**src/rtl/mouse_position_tracker_if.sv**
```systemverilog
// Packet-in / cursor-out bundle for mouse_position_tracker.
// The slave modport is the tracker; the master modport is whoever drives packets and consumes the cursor.
`timescale 1ns/1ps
interface mouse_position_tracker_if #(
  parameter int POS_W = 10
);
  logic [7:0]       status;
  logic [7:0]       deltaX;
  logic [7:0]       deltaY;
  logic             tx;
  logic [POS_W-1:0] posX;
  logic [POS_W-1:0] posY;
  logic             btn_l;
  logic             btn_r;
  logic             btn_m;
  logic             pos_valid;
  logic             pkt_err;
  logic [7:0]       err_cnt;

  modport slave (
    input  status, deltaX, deltaY, tx,
    output posX, posY, btn_l, btn_r, btn_m, pos_valid, pkt_err, err_cnt
  );

  modport master (
    output status, deltaX, deltaY, tx,
    input  posX, posY, btn_l, btn_r, btn_m, pos_valid, pkt_err, err_cnt
  );
endinterface

```
**src/rtl/mouse_position_tracker.sv**
```systemverilog
// PS/2 packet to screen-cursor accumulator: two-stage pipeline, clamped (or wrapped when
// MOUSE_WRAP_EN is defined) to H_RES x V_RES, with saturating error count.
`timescale 1ns/1ps
module mouse_position_tracker #(
  parameter int H_RES       = 640,
  parameter int V_RES       = 480,
  parameter int POS_W       = 10,
  parameter int X_INIT      = 320,
  parameter int Y_INIT      = 240,
  parameter int DELTA_SHIFT = 0
) (
  input  logic                    qzt_clk,
  input  logic                    rst_n,
  mouse_position_tracker_if.slave bus
);
  localparam int SW = POS_W + 2;

  logic                  r_tx_d;
  logic                  r_s1_valid;
  logic                  r_s2_valid;
  logic                  r_pkt_err;
  logic [2:0]            r_s1_btn;
  logic [2:0]            r_btn;
  logic [7:0]            r_err_cnt;

  logic                  w_accept;
  logic                  w_drop;
  logic                  w_load;
  logic [1:0]            w_ovf_cnt;
  logic [8:0]            w_err_sum;
  logic [1:0][POS_W-1:0] w_pos;

  assign w_accept  = bus.tx & ~r_tx_d;
  assign w_drop    = ~bus.status[3];
  assign w_load    = w_accept & ~w_drop;
  assign w_ovf_cnt = {1'b0, bus.status[6]} + {1'b0, bus.status[7]};
  // A dropped packet counts once even if its overflow bits are also set.
  assign w_err_sum = {1'b0, r_err_cnt} + (w_drop ? 9'd1 : {7'd0, w_ovf_cnt});

  always_ff @(posedge qzt_clk or negedge rst_n) begin
    if (!rst_n) begin
      r_tx_d     <= 1'b1;
      r_s1_valid <= 1'b0;
      r_s2_valid <= 1'b0;
      r_pkt_err  <= 1'b0;
      r_s1_btn   <= 3'b000;
      r_btn      <= 3'b000;
      r_err_cnt  <= 8'd0;
    end else begin
      r_tx_d     <= bus.tx;
      r_s1_valid <= w_load;
      r_pkt_err  <= w_accept & w_drop;
      r_s2_valid <= r_s1_valid;
      if (w_load)
        r_s1_btn <= bus.status[2:0];
      if (w_accept)
        r_err_cnt <= w_err_sum[8] ? 8'hFF : w_err_sum[7:0];
      if (r_s1_valid)
        r_btn <= r_s1_btn;
    end
  end

  // Axis 0 is X, axis 1 is Y; Y is negated because PS/2 +Y is up and screen +Y is down.
  genvar gi;
  generate
    for (gi = 0; gi < 2; gi++) begin : g_axis
      localparam int LIM  = (gi == 0) ? H_RES : V_RES;
      localparam int INIT = (gi == 0) ? X_INIT : Y_INIT;
      localparam logic signed [SW-1:0] LIM_S  = SW'(LIM);
      localparam logic signed [SW-1:0] LIM_M1 = SW'(LIM - 1);

      logic [7:0]              w_mag;
      logic                    w_sign;
      logic                    w_ovf;
      logic signed [8:0]       w_d9;
      logic signed [8:0]       w_dsh;
      logic signed [SW-1:0]    w_dext;
      logic signed [SW-1:0]    w_dadj;
      logic signed [SW-1:0]    w_sum;
      logic [POS_W-1:0]        w_next;
      logic signed [SW-1:0]    r_s1_d;
      logic [POS_W-1:0]        r_pos;

      assign w_mag  = (gi == 0) ? bus.deltaX : bus.deltaY;
      assign w_sign = bus.status[4+gi];
      assign w_ovf  = bus.status[6+gi];
      assign w_d9   = w_ovf ? 9'sd0 : $signed({w_sign, w_mag});
      assign w_dsh  = w_d9 >>> DELTA_SHIFT;
      assign w_dext = $signed({{(SW-9){w_dsh[8]}}, w_dsh});
      assign w_dadj = (gi == 0) ? w_dext : -w_dext;
      assign w_sum  = $signed({2'b00, r_pos}) + r_s1_d;

      always_comb begin
        w_next = w_sum[POS_W-1:0];
`ifdef MOUSE_WRAP_EN
        if (w_sum[SW-1])
          w_next = POS_W'(w_sum + LIM_S);
        else if (w_sum >= LIM_S)
          w_next = POS_W'(w_sum - LIM_S);
`else
        if (w_sum[SW-1])
          w_next = '0;
        else if (w_sum > LIM_M1)
          w_next = POS_W'(LIM_M1);
`endif
      end

      always_ff @(posedge qzt_clk or negedge rst_n) begin
        if (!rst_n) begin
          r_s1_d <= '0;
          r_pos  <= POS_W'(INIT);
        end else begin
          if (w_load)
            r_s1_d <= w_dadj;
          if (r_s1_valid)
            r_pos <= w_next;
        end
      end

      assign w_pos[gi] = r_pos;
    end
  endgenerate

  assign bus.posX      = w_pos[0];
  assign bus.posY      = w_pos[1];
  assign bus.btn_l     = r_btn[0];
  assign bus.btn_r     = r_btn[1];
  assign bus.btn_m     = r_btn[2];
  assign bus.pos_valid = r_s2_valid;
  assign bus.pkt_err   = r_pkt_err;
  assign bus.err_cnt   = r_err_cnt;
endmodule
```
**src/flat_wrapper.sv**
```systemverilog
// flat-port wrapper written by rule: the top's interface ports become plain ports
module mouse_position_tracker_flat 
#(
  parameter int H_RES       = 640,
  parameter int V_RES       = 480,
  parameter int POS_W       = 10,
  parameter int X_INIT      = 320,
  parameter int Y_INIT      = 240,
  parameter int DELTA_SHIFT = 0
)
  (qzt_clk, rst_n, bus_status, bus_deltaX, bus_deltaY, bus_tx, bus_posX, bus_posY, bus_btn_l, bus_btn_r, bus_btn_m, bus_pos_valid, bus_pkt_err, bus_err_cnt);
  mouse_position_tracker_if #(.POS_W(POS_W)) bus_i ();
  input  logic qzt_clk;
  input  logic rst_n;
  input wire logic [$bits(bus_i.status)-1:0] bus_status;
  input wire logic [$bits(bus_i.deltaX)-1:0] bus_deltaX;
  input wire logic [$bits(bus_i.deltaY)-1:0] bus_deltaY;
  input wire logic [$bits(bus_i.tx)-1:0] bus_tx;
  output wire logic [$bits(bus_i.posX)-1:0] bus_posX;
  output wire logic [$bits(bus_i.posY)-1:0] bus_posY;
  output wire logic [$bits(bus_i.btn_l)-1:0] bus_btn_l;
  output wire logic [$bits(bus_i.btn_r)-1:0] bus_btn_r;
  output wire logic [$bits(bus_i.btn_m)-1:0] bus_btn_m;
  output wire logic [$bits(bus_i.pos_valid)-1:0] bus_pos_valid;
  output wire logic [$bits(bus_i.pkt_err)-1:0] bus_pkt_err;
  output wire logic [$bits(bus_i.err_cnt)-1:0] bus_err_cnt;
  assign bus_i.status = bus_status;
  assign bus_i.deltaX = bus_deltaX;
  assign bus_i.deltaY = bus_deltaY;
  assign bus_i.tx = bus_tx;
  assign bus_posX = bus_i.posX;
  assign bus_posY = bus_i.posY;
  assign bus_btn_l = bus_i.btn_l;
  assign bus_btn_r = bus_i.btn_r;
  assign bus_btn_m = bus_i.btn_m;
  assign bus_pos_valid = bus_i.pos_valid;
  assign bus_pkt_err = bus_i.pkt_err;
  assign bus_err_cnt = bus_i.err_cnt;
  mouse_position_tracker #(.H_RES(H_RES), .V_RES(V_RES), .POS_W(POS_W), .X_INIT(X_INIT), .Y_INIT(Y_INIT), .DELTA_SHIFT(DELTA_SHIFT)) u_core (.qzt_clk(qzt_clk), .rst_n(rst_n), .bus(bus_i));
endmodule
```
**config.mk**
```make
export PLATFORM = sky130hd
export DESIGN_NAME = mouse_position_tracker_flat
export DESIGN_NICKNAME = d
export VERILOG_FILES = /design/src/rtl/mouse_position_tracker_if.sv /design/src/rtl/mouse_position_tracker.sv /design/src/flat_wrapper.sv
export SDC_FILE = /design/constraint.sdc
export NUM_CORES = 1
export LEC_CHECK = 0
export ABC_CLOCK_PERIOD_IN_PS = 2400
export BUFFER_PORTS_ARGS = -buffer_cell sky130_fd_sc_hd__buf_2
export CAP_MARGIN = 0
export CORE_MARGIN = 5
export CORE_UTILIZATION = 50
export DETAILED_ROUTE_END_ITERATION = 12
export GPL_TIMING_DRIVEN = 0
export PLACE_DENSITY_LB_ADDON = 0.2
export SLEW_MARGIN = 20
export SYNTH_ARGS = -nofsm -noshare
export SYNTH_HDL_FRONTEND = slang
export SYNTH_SLANG_ARGS = --single-unit
```
**constraint.sdc**
```tcl
create_clock -name qzt_clk -period 2.4 [get_ports qzt_clk]
set_input_delay 0.24 -clock qzt_clk [delete_from_list [all_inputs] [get_ports qzt_clk]]
set_output_delay 0.24 -clock qzt_clk [all_outputs]
set_load 0.01 [all_outputs]
```
# After elaboration in Yosys (flattened, before gate mapping)
# Cells that the tools add are included.
# W data, S select, Z words.
# op_classes
n_addsub,5
order_cmp,2
muxes,8
bitwise_logic,5
# ops
op,count
$mux W10,4
$mux W9,2
$add A11 B12 Y12,1
$add A11 B9 Y12,1
$gt A12 B10 Y1 const B,1
$gt A12 B11 Y1 const B,1
$neg A9 Y12,1
$add A8 B9 Y9,1
$mux W8,1
$and A1 B1 Y1,3
$add A1 B1 Y2,1
$mux W2,1
$not A1 Y1,2
# word_totals
regBits,59
in_bits,27
out_inout_bits,33

# Logic depth before layout (Yosys ltp)
# depth
word_depth,4
mapped_depth,10
depth_no_buf,10

# Worst setup path before layout
# OpenSTA, ideal clock, no wires.
# synth_timing
path_type,register to register
from,reg u_core.g_axis[1].r_pos[6] (netlist: u_core.bus.posY[6])
to,reg u_core.g_axis[1].r_pos[5] (netlist: u_core.bus.posY[5])
arrival_time_ns,2.250
t_required_ns,2.295
path_slack_ns,0.044
stages_incl_launch_ff,8
n_path_buf,0
synth_period_minus_slack_ns,2.356
cell_sequence,dfstp_2 ha_1 a211o_1 a21oi_1 a21oi_1 a31oi_1 mux2_4 o41ai_1
# synth_between
elab_chain_len,4
# synth_lines
item,line_no,rtl
"start, declared",mouse_position_tracker.sv:82,logic [POS_W-1:0] r_pos;
"start signal, assigned",mouse_position_tracker.sv:111,r_pos <= POS_W'(INIT);
"start signal, assigned",mouse_position_tracker.sv:116,r_pos <= w_next;
$add A11 B12 Y12 (*),mouse_position_tracker.sv:91,"assign w_sum = $signed({2'b00, r_pos}) + r_s1_d;"
$gt A12 B10 Y1,mouse_position_tracker.sv:103,else if (w_sum > LIM_M1)
$mux W10,mouse_position_tracker.sv:103,
$mux W10 (*),mouse_position_tracker.sv:101,if (w_sum[SW-1])
# Mark *: on every way between the ends. The rest lies on a longest branch, timed or not.
# A chain may end at the register's enable or synchronous reset.

# Final worst setup path
# layout_timing
from,reg u_core.g_axis[0].r_pos[5] (netlist: u_core.bus.posX[5])
to,reg u_core.g_axis[0].r_pos[7] (netlist: u_core.bus.posX[7])
# layout_between
elab_chain_len,4
# layout_lines
item,line_no
"start, declared",mouse_position_tracker.sv:82
"start signal, assigned",mouse_position_tracker.sv:111
"start signal, assigned",mouse_position_tracker.sv:116
$add A11 B9 Y12 (*),mouse_position_tracker.sv:91
$gt A12 B11 Y1,mouse_position_tracker.sv:103
$mux W10,mouse_position_tracker.sv:103
$mux W10 (*),mouse_position_tracker.sv:101
# Marks and branches as above.

==> impl_metrics.toml <==
[timing]
min_period_over_period = 0.9850
slew-limit-headroom = 0.5073
fin_crit_period_ns = 2.364
achievable-frequency_mhz = 423.0
grt_setup_unrepaired = "yes"
timing.final.max_slew_violations = 0
skew_ns = 0.005045
final_hold_viol_count = 0
worstMarginPinSlew_ns = 0.7390
report.final.setup_viol = 0

[die]
placementRows = 31
dieArea_um2 = 9173
fp.dieW_um = 95.78
ioPinCount = 60
die-height_um = 95.78
core_area_um2 = 7214
initial_utilization = 0.5099

[clock_tree]
cts-buffers-inserted = 9
clock-root-buffer = "sky130_fd_sc_hd__clkbuf_8"
clk_transition_reported_paths_ns = 0.07
clockBufferDepth = 2
worst_skew_pair.late_latency_ns = 0.34
tritoncts = "done"
cts.sinks = 59
clock_tree.htree_level_count = 3

[detailed_routing]
drt.antenna.violating_nets = 0
vias = 3176
remaining_drc_errors = 0
routed_wl_mm = 9.233
detail_route.wl_per_cell_um = 16.17
initialDrtViolationCount = 146
viasPerCell = 5.562
drtPass1Iterations = 4

[synthesis]
synth.avg_cell_area_um2 = 9.580
synth_area_leader_cell = "sky130_fd_sc_hd__dfrtp_1"
async_reset_ff_frac = 1.000
syn_area_um2 = 3679
count_of_flip_flops_with_a_built_in_enable_after_synthesis = 0
synth_top_cell_area_share = 0.3537
synth.top_cells.by_count = "52 x sky130_fd_sc_hd__dfrtp_1, 47 x sky130_fd_sc_hd__nand2_1, 25 x sky130_fd_sc_hd__a21oi_1, 25 x sky130_fd_sc_hd__ha_1, 21 x sky130_fd_sc_hd__o21ai_0"
ys.warnings.count = 0
synth.yosys.seq_area_share = 0.4037
yosysMostFrequentCell = "sky130_fd_sc_hd__dfrtp_1"
flop_and_latch_count_out_of_synthesis = 59
yosysUniqueCellTypes = 60
yosys_most_used_dff = "sky130_fd_sc_hd__dfrtp_1"
post_synth_inst_count = 384
cells_taking_the_most_area_after_synthesis = "sky130_fd_sc_hd__dfrtp_1 35%, sky130_fd_sc_hd__ha_1 8.5%, sky130_fd_sc_hd__dfstp_2 5.0%, sky130_fd_sc_hd__nand2_1 4.8%, sky130_fd_sc_hd__a21oi_1 3.4%"
postSynthNetCount = 439

[min_path]
timing.hold.worst.class = "input port to flip-flop"

[global_routing]
grt_util_all_layers = 0.2123
number_of_antenna_violations_at_the_first_check_in_global_routing = 0
globalRoute.totalOverflow = 0
grt_pass1_wl_mm = 15.15
pin_count_of_the_biggest_net_entering_global_routing = 60
via_count_of_the_first_global_routing_pass = 3274

[critical_path]
endpoint_kind = "flip-flop"
worst_setup_path_start_kind = "flip-flop"
cp.arrival_ns = 2.64
crit_path_cell_trace = "ha_1 -> a21o_1 -> a21o_1 -> a21o_1 -> or2_4 -> or3_4 -> a21oi_4 -> a22o_1"
critical_path_required_ns = 2.68
cp_max_delay_cell = "sky130_fd_sc_hd__dfrtp_1"
worst_path_largest_cell_delay_ns = 0.43
worst_path_most_repeated_cell = "sky130_fd_sc_hd__a21o_1"
criticalPathCategory = "flip-flop to flip-flop"
biggest_fanout_along_the_worst_timing_path = 5
critical_path_buf_inv_count = 0
cpLargestDelayFamily = "compound AO/OA/AOI/OAI gates"

[pwr]
power-per-cell-area_nw_per_um2 = 1002
total_leakage_power_nw = 2.226
worst_supply_voltage_drop_on_vdd_uv = 563.3
fin_total_pwr_w = 0.004669

[finish]
post_route_cells_drive_above_1_share = 0.3114
final_nets = 522
area.growth.synth_to_final_pct = 26.63
final.fill_count = 623
finish.cell_count_without_fillers = 571
antenna-diode-count = 0

[placement]
routabilityCongestion = 0.8587
port_buffers = 59
place.detailed.hpwl_mm = 6.309
place_inst = 542

[flow_run]
drv_cap = 0

[outcome]
outcome = "complete, no violations"
==> area by class of cell <==
cell class / count / area (µm²) / share of cell area
Buffer: 10 / 38.79 / 0.008327
Sequential cell: 59 / 1488 / 0.3194
Inverter: 18 / 67.56 / 0.01450
Multi-Input combinational cell: 297 / 2355 / 0.5055
Clock inverter: 4 / 25.02 / 0.005372
Tap cell: 99 / 123.9 / 0.02659
Timing Repair Buffer: 72 / 405.4 / 0.08703
Clock buffer: 12 / 155.1 / 0.03331
==> routing by layer <==
metal  share of wire  GRT usage  vias to the layer above
met5               0          0                        -
met4           0.025    0.09360                        0
met3           0.049    0.04300                       21
met2            0.47     0.3289                       80
met1            0.46     0.2880                     1520
li1                -          -                     1555
==> sequential cells by signal (all words and copies together) (netlist names), 3 cells and up <==
register              cells
u_core.g_axis.r_s1_d     21
u_core.bus.posX          10
u_core.bus.posY          10
u_core.bus.err_cnt        8
u_core.r_btn              3
u_core.r_s1_btn           3
==> power by group <==
group          switching, W  internal, W
sequential         0.000236      0.00128
clock              0.000406     0.000427
combinational       0.00123      0.00109
==> path summary, 6_finish.rpt <==
path | startpoint | endpoint | slack, ns | cells after the start
setup / recovery | u_core.bus.posX[5] | u_core.bus.posX[7] | 0.04 | 8
hold / removal | bus_tx | u_core.r_tx_d | 0.02 | 1
setup reg to reg | u_core.bus.posX[5] | u_core.bus.posX[7] | 0.04 | 8
hold reg to reg | u_core.g_axis[1].r_s1_d[2] | u_core.g_axis[1].r_s1_d[2] | 0.49 | 2
max in group asynchronous | rst_n | u_core.g_axis[0].r_s1_d[8] | 1.36 | 2
min in group asynchronous | rst_n | u_core.bus.err_cnt[5] | 0.51 | 2
==> stage by stage <==
stage	TNS, ns	utilization	area (µm²)	setup WS (ns)	hold WS (ns)
3_3_place_gp	-1.393	0.5680	4098	-0.1391	0.3651
2_1_floorplan	0	-	3679	0.04417	-0.05559
5_1_grt	-0.2473	0.6457	4658	-0.03829	0.01461
3_5_place_dp	-1.813	0.5683	4100	-0.1655	0.3636
4_1_cts	-0.009316	0.6143	4432	-0.005465	0.01071
6_report	0	0.6457	4658	0.03599	0.02053
==> kinds of logic after synthesis <==
logic type      count (synthesis)  share of synthesized area
compound gates                109                     0.2082
xor+xnor                       20                    0.04762
fa+ha+maj                      28                     0.1014
buf+inv                        28                    0.02891
flops                          59                     0.4037
mux                             9                    0.02823
simple gates                  131                     0.1820
==> worst reg2reg max path: stages, from the launching register on <==
cell                      delay [ns]
sky130_fd_sc_hd__dfrtp_1        0.43
sky130_fd_sc_hd__ha_1           0.30
sky130_fd_sc_hd__a21o_1         0.25
sky130_fd_sc_hd__a21o_1         0.21
sky130_fd_sc_hd__a21o_1         0.20
sky130_fd_sc_hd__or2_4          0.27
sky130_fd_sc_hd__or3_4          0.35
sky130_fd_sc_hd__a21oi_4        0.15
sky130_fd_sc_hd__a22o_1         0.14
==> cell usage in the layout (no fill, tap or decap), types with 8 or more instances in the layout <==
cell type and instances:
sky130_fd_sc_hd__nor3_1 10, sky130_fd_sc_hd__buf_2 59, sky130_fd_sc_hd__dfrtp_1 50, sky130_fd_sc_hd__buf_4 11
sky130_fd_sc_hd__a21o_1 11, sky130_fd_sc_hd__clkbuf_1 9, sky130_fd_sc_hd__inv_1 17, sky130_fd_sc_hd__ha_1 19
sky130_fd_sc_hd__o21ai_0 20, sky130_fd_sc_hd__clkbuf_8 11, sky130_fd_sc_hd__nand2b_1 16, sky130_fd_sc_hd__nand2_1 46
sky130_fd_sc_hd__nor2_1 14, sky130_fd_sc_hd__a21oi_1 20, sky130_fd_sc_hd__xnor2_1 11, sky130_fd_sc_hd__nor2b_1 8
==> repair_timing <==
action / in CTS / in global routing
hold buffers: 1 / 0
buffers inserted: 8 / 4
resized for setup: 19 / 35
setup endpoints to repair: 15 / 19
pin swaps: 11 / 14
hold endpoints to repair: 5 / 0
(Power assumes the default switching activity.)
